[config.mk]
export PLATFORM = sky130hd
export DESIGN_NAME = channel_acq_arbiter
export DESIGN_NICKNAME = d
export VERILOG_FILES = /design/src/rtl/channel_acq_arbiter_pkg.sv /design/src/rtl/channel_acq_arbiter_guard.sv /design/src/rtl/channel_acq_arbiter.sv
export SDC_FILE = /design/constraint.sdc
export NUM_CORES = 1
export LEC_CHECK = 0
export BUFFER_PORTS_ARGS = -buffer_cell sky130_fd_sc_hd__buf_4
export CAP_MARGIN = 30
export CORE_UTILIZATION = 31
export DETAILED_ROUTE_END_ITERATION = 8
export GPL_TIMING_DRIVEN = 0
export PLACE_DENSITY = 0.77
export RECOVER_POWER = 25
export SYNTH_ARGS = -nofsm -noshare
export SYNTH_HDL_FRONTEND = slang
export SYNTH_SLANG_ARGS = --single-unit
[constraint.sdc]
create_clock -name clk -period 1.7 [get_ports clk]
set_input_delay 0 -clock clk [delete_from_list [all_inputs] [get_ports clk]]
set_output_delay 0 -clock clk [all_outputs]
set_load 0.005 [all_outputs]
[src/rtl/channel_acq_arbiter_pkg.sv]
// Shared definitions for the acquisition-line arbiter: one-hot state encoding and bus widths.
package channel_acq_arbiter_pkg;

    localparam int unsigned ST_IDLE_BIT  = 0;
    localparam int unsigned ST_SYNC_BIT  = 1;
    localparam int unsigned ST_GUARD_BIT = 2;
    localparam int unsigned ST_ASYNC_BIT = 3;

    localparam int unsigned ACQ_EN_W   = 10;
    localparam int unsigned ACQ_TRIG_W = 5;
    localparam int unsigned FIFO_W     = 32;

    typedef enum logic [3:0] {
        ST_IDLE  = 4'b0001,
        ST_SYNC  = 4'b0010,
        ST_GUARD = 4'b0100,
        ST_ASYNC = 4'b1000
    } arb_state_t;

endpackage

[src/rtl/channel_acq_arbiter_guard.sv]
// Guard-gap counter: counts while enabled and flags the cycle whose count reaches GUARD_CYCLES.
module acq_guard_counter #(
    parameter int unsigned GUARD_CYCLES = 4
) (
    input  logic i_clk,
    input  logic i_rst_n,
    input  logic i_load,
    input  logic i_count,
    output logic o_done
);

    localparam logic [4:0] LP_LAST = 5'(GUARD_CYCLES);

    logic [3:0] r_count;
    logic [4:0] w_next_count;
    logic       w_done;

    assign w_next_count = {1'b0, r_count} + 5'd1;
    assign w_done       = i_count && (w_next_count == LP_LAST);
    assign o_done       = w_done;

    always_ff @(posedge i_clk) begin
        if (!i_rst_n || i_load) begin
            r_count <= '0;
        end else if (i_count) begin
            r_count <= w_done ? '0 : w_next_count[3:0];
        end
    end

endmodule

[src/rtl/channel_acq_arbiter.sv]
// Hands the channel acquisition lines and event-FIFO write port to either the sync or async controller.
module channel_acq_arbiter
    import channel_acq_arbiter_pkg::*;
#(
    parameter int unsigned GUARD_CYCLES = 4
) (
    input  logic                  clk,
    input  logic                  reset_n,
    input  logic                  async_mode,
    input  logic                  sync_idle,
    input  logic [ACQ_EN_W-1:0]   sync_acq_enable,
    input  logic [ACQ_TRIG_W-1:0] sync_acq_trig,
    input  logic                  sync_fifo_valid,
    input  logic [FIFO_W-1:0]     sync_fifo_data,
    output logic                  sync_fifo_ready,
    output logic                  sync_grant,
    input  logic                  async_idle,
    input  logic [ACQ_EN_W-1:0]   async_acq_enable,
    input  logic [ACQ_TRIG_W-1:0] async_acq_trig,
    input  logic                  async_fifo_valid,
    input  logic [FIFO_W-1:0]     async_fifo_data,
    output logic                  async_fifo_ready,
    output logic                  async_grant,
    output logic [ACQ_EN_W-1:0]   acq_enable,
    output logic [ACQ_TRIG_W-1:0] acq_trig,
    output logic                  fifo_valid,
    output logic [FIFO_W-1:0]     fifo_data,
    input  logic                  fifo_ready,
    input  logic                  clear_err,
    output logic                  conflict_err,
    output logic [3:0]            state
);

    arb_state_t              r_state;
    arb_state_t              w_next;
    logic [ACQ_EN_W-1:0]     r_acq_enable;
    logic [ACQ_TRIG_W-1:0]   r_acq_trig;
    logic                    r_conflict;
    logic                    w_sync_grant;
    logic                    w_async_grant;
    logic                    w_in_guard;
    logic                    w_guard_done;
    logic                    w_pass_sync;
    logic                    w_pass_async;
    logic                    w_conflict;

    assign w_sync_grant  = r_state[ST_SYNC_BIT];
    assign w_async_grant = r_state[ST_ASYNC_BIT];
    assign w_in_guard    = r_state[ST_GUARD_BIT];

    acq_guard_counter #(
        .GUARD_CYCLES(GUARD_CYCLES)
    ) u_guard (
        .i_clk   (clk),
        .i_rst_n (reset_n),
        .i_load  (!w_in_guard),
        .i_count (w_in_guard),
        .o_done  (w_guard_done)
    );

    always_comb begin
        w_next = r_state;
        unique case (r_state)
            ST_IDLE:  w_next = async_mode ? ST_ASYNC : ST_SYNC;
            ST_SYNC:  if (async_mode && sync_idle && !sync_fifo_valid) w_next = ST_GUARD;
            ST_ASYNC: if (!async_mode && async_idle && !async_fifo_valid) w_next = ST_GUARD;
            ST_GUARD: if (w_guard_done) w_next = async_mode ? ST_ASYNC : ST_SYNC;
            default:  w_next = ST_IDLE;
        endcase
    end

    // Lines only follow an owner that keeps the grant, so they are low for the whole guard gap.
    assign w_pass_sync  = w_sync_grant  && (w_next == ST_SYNC);
    assign w_pass_async = w_async_grant && (w_next == ST_ASYNC);

    assign w_conflict = (!w_sync_grant  && ((|sync_acq_trig)  || sync_fifo_valid))
                     || (!w_async_grant && ((|async_acq_trig) || async_fifo_valid));

    always_ff @(posedge clk) begin
        if (!reset_n) begin
            r_state      <= ST_IDLE;
            r_acq_enable <= '0;
            r_acq_trig   <= '0;
            r_conflict   <= 1'b0;
        end else begin
            r_state <= w_next;
            if (w_pass_sync) begin
                r_acq_enable <= sync_acq_enable;
                r_acq_trig   <= sync_acq_trig;
            end else if (w_pass_async) begin
                r_acq_enable <= async_acq_enable;
                r_acq_trig   <= async_acq_trig;
            end else begin
                r_acq_enable <= '0;
                r_acq_trig   <= '0;
            end
            if (w_conflict) begin
                r_conflict <= 1'b1;
            end else if (clear_err) begin
                r_conflict <= 1'b0;
            end
        end
    end

    assign sync_grant       = w_sync_grant;
    assign async_grant      = w_async_grant;
    assign acq_enable       = r_acq_enable;
    assign acq_trig         = r_acq_trig;
    assign conflict_err     = r_conflict;
    assign state            = r_state;

    assign fifo_valid       = (w_sync_grant && sync_fifo_valid) || (w_async_grant && async_fifo_valid);
    assign fifo_data        = w_sync_grant  ? sync_fifo_data
                            : w_async_grant ? async_fifo_data : '0;
    assign sync_fifo_ready  = w_sync_grant  && fifo_ready;
    assign async_fifo_ready = w_async_grant && fifo_ready;

endmodule

==> impl_metrics.toml <==
[critical_path]
r2r-end = "acq_enable[4]"
cp_cell_sequence = "buf_4, nand2b_1, nor4_4, clkbuf_4, a22oi_1, nor2_1"
reg2regPathDepth = 6
arrival_ns = 1.87
slowest_delay_ns = 0.36
critPathKind = "reg -> reg"
path_max_fanout = 10
cp-start-kind = "flip-flop"
reg2reg_slack_ns = 0.04
endpoint = "acq_enable[4]"
critPathSlowestCell = "dfxtp_4"
endpoint_kind = "flip-flop"
critPathLaunch = "state[0]"
critPathRequiredTime_ns = 1.91
r2r-start = "state[0]"

[detailed_routing]
drt_iter0_drc = 140
antenna_left = 0
viasPerCell = 5.210
routed_wl_um = 7099
drc = 0
wire_per_inst_um = 17.15
first_pass_iters = 5
vias = 2157

[clock_tree]
tritoncts = "yes"
root_buffer = "clkbuf_8"
clk_path_buf_depth = 2
insertion_delay_ns = 0.28
htreeDepth = 1
clk_pin_slew_ns = 0.10
clock_sinks = 24
cts_made_buffers = 3

[final_layout]
layout_commonest_cell = "buf_4"
area_growth_pct = 118.9
layout.nets = 468
design_area_um2 = 3177
num_antenna_cells = 0
final_cell_mix = "152 x buf_4, 33 x a22o_1, 29 x dlygate4sd3_1"
fin_util_pct = 71.97
drive_above_1_share_pct = 53.59
regArea_um2 = 493.0
fill_cells = 338
multi_input_area_um2 = 914.6

[worst_hold_path]
min_from = "reset_n"
hp-class = "in -> reg"

[synthesis]
ys_seq_elements = 24
synth_compound_area_share_pct = 34.48
synth_xor_xnor_area_share_pct = 1.810
synth_top_family_by_area = "compound AO/OA/AOI/OAI gates"
synthSimpleGateAreaFrac_pct = 22.24
yosys.area_share.adder_pct = 1.724
synthMuxAreaShare_pct = 0
avgSynthCellArea_um2 = 8.743
syn_area_um2 = 1451
ys_seq_area_share_pct = 33.10
synth_nets = 271
yosys_warnings = 0
syn_inst = 166
synth_cell_types = 38

[sta]
fin_skew_ns = 0.01116
fin_crit_ns = 1.658
max_slew.worst_pin.slew_ns = 0.5122
finalHoldViolCount = 0
slew_viol_final = 0
max_slew_margin_pct = 65.78
setup_viol = 0
rsz0062_at_grt = "yes"
fmax_mhz = 603.3
period_share_pct = 97.50

[job]
drv_cap = 0

[global_routing]
grt_max_degree = 15
grt.total_usage_pct = 27.56
grt_antenna_before_repair = 0
overflow = 0
grt_pass1_vias = 2176
grt_pass1_wl_um = 10850

[die]
die_area_um2 = 4960
die-height_um = 70.43
fp-row-count = 24
io_pins = 160
start_util_pct = 32.88
core_area_um2 = 4414
die_w_um = 70.43

[power_and_ir_drop]
ir_drop_mv = 0.4300
p_leak_uw = 0.001515
finalPower_uw = 2840
cellPowerDensity_nw_per_um2 = 894.0

[placement]
post-dp-hpwl_um = 4765
placed_area_um2 = 2710
io_buffers = 159
place_congestion = 0.8050

[outcome]
status = "finished, final reports clean"
-- Yosys cell counts --
cell type	instances	area, µm²
nand3b_1	2	15.01
nand2_1	4	15.01
buf_4	3	22.52
xor2_1	2	17.52
o21ai_0	3	15.01
inv_1	3	11.26
nor3_1	3	15.01
nor4_2	4	50.05
buf_2	2	10.01
o2111ai_1	1	8.760
nor3b_1	2	15.01
and3_1	1	6.260
nor2b_1	2	12.51
nand2b_1	4	25.02
o21a_1	1	7.510
nor4b_1	1	8.760
or2_1	1	6.260
a211oi_1	1	7.510
dfxtp_1	24	480.5
o32ai_2	1	16.27
and2_1	2	12.51
or4b_4	1	13.76
ha_1	2	25.02
nor4_1	2	12.51
buf_1	1	3.750
xnor2_1	1	8.760
clkbuf_1	10	37.54
and3b_1	2	17.52
a22oi_1	15	112.6
a22o_1	33	289.0
nand3_1	2	10.01
a211o_1	1	8.760
buf_6	1	11.26
o22ai_1	2	12.51
a21oi_1	3	15.01
nor2_1	21	78.83
a21boi_1	1	7.510
and2_4	1	8.760
-- per-layer routing --
layer	routed length, µm	share of wire [%]	GRT usage, %	vias to the layer above
met3	423	6.0	3.752	14
met5	0	0	0	-
met1	2676	38	31.56	1009
li1	-	-	-	1023
met2	3838	54	51.22	111
met4	161	2.3	10.00	0
-- critical path, delay by kind of cell (launching register included) --
kind / cells / cell delay [ns]
simple gates: 3 / 0.68
flops: 1 / 0.36
buf+inv: 2 / 0.44
compound gates: 1 / 0.11
-- logic make-up after synthesis --
logic type / after synthesis
adders and majority gates: 2
DFF: 24
buffers and inverters: 20
and+or+nand+nor: 55
AOI/OAI and AO/OA: 62
xor gates and xnor gates: 3
-- through the flow --
step | hold slack, ns | std cells | setup TNS, ns | setup slack, ns
after global routing | 0.01144 | 414 | -0.1854 | -0.05756
after global placement | 0.2358 | 377 | -6.246 | -0.2091
final | 0.01110 | 414 | 0 | 0.04249
after CTS | 0.001006 | 410 | -0.1291 | -0.01914
after detailed placement | 0.2420 | 377 | -4.958 | -0.1764
after floorplan | 0.1117 | 166 | 0 | 0.009866
-- power by group --
| group | internal (µW) | switching, µW | total [µW] |
|---|---|---|---|
| logic | 961 | 665 | 1630 |
| clock network | 316 | 213 | 529 |
| registers | 626 | 58.3 | 685 |
| total | 1900 | 937 | 2840 |
-- how the worst min path moves through the flow --
| stage | to | slack, ns | depth (start not counted) |
|---|---|---|---|
| 6_report | u_guard.r_count[1] | 0.01 | 2 |
| 3_3_place_gp | acq_enable[6] | 0.24 | 3 |
| 2_1_floorplan | fifo_valid | 0.11 | 1 |
| 5_1_grt | u_guard.r_count[1] | 0.01 | 2 |
| 3_5_place_dp | acq_enable[2] | 0.24 | 3 |
| 4_1_cts | u_guard.r_count[1] | 0.001 | 2 |
-- registers in the layout (all words and copies together), names as in the netlist --
register,cells
acq_enable,10
acq_trig,5
state,4
u_guard.r_count,4
conflict_err,1
-- area by class of cell --
cell class,instances,area share (%)
Buffer,15,3.151
Clock buffer,3,1.300
Clock inverter,1,0.9453
Inverter,3,0.3545
Multi-Input combinational cell,122,28.79
Sequential cell,24,15.52
Tap cell,52,2.048
Timing Repair Buffer,194,47.89
-- timing repair --
item	CTS	global route
pin swaps	2	6
endpoints found under the hold margin	15	0
hold buffers	29	0
setup buffers	2	4
resized for setup	18	16
endpoints found under the setup margin	47	42
(Power assumes the default switching activity.)
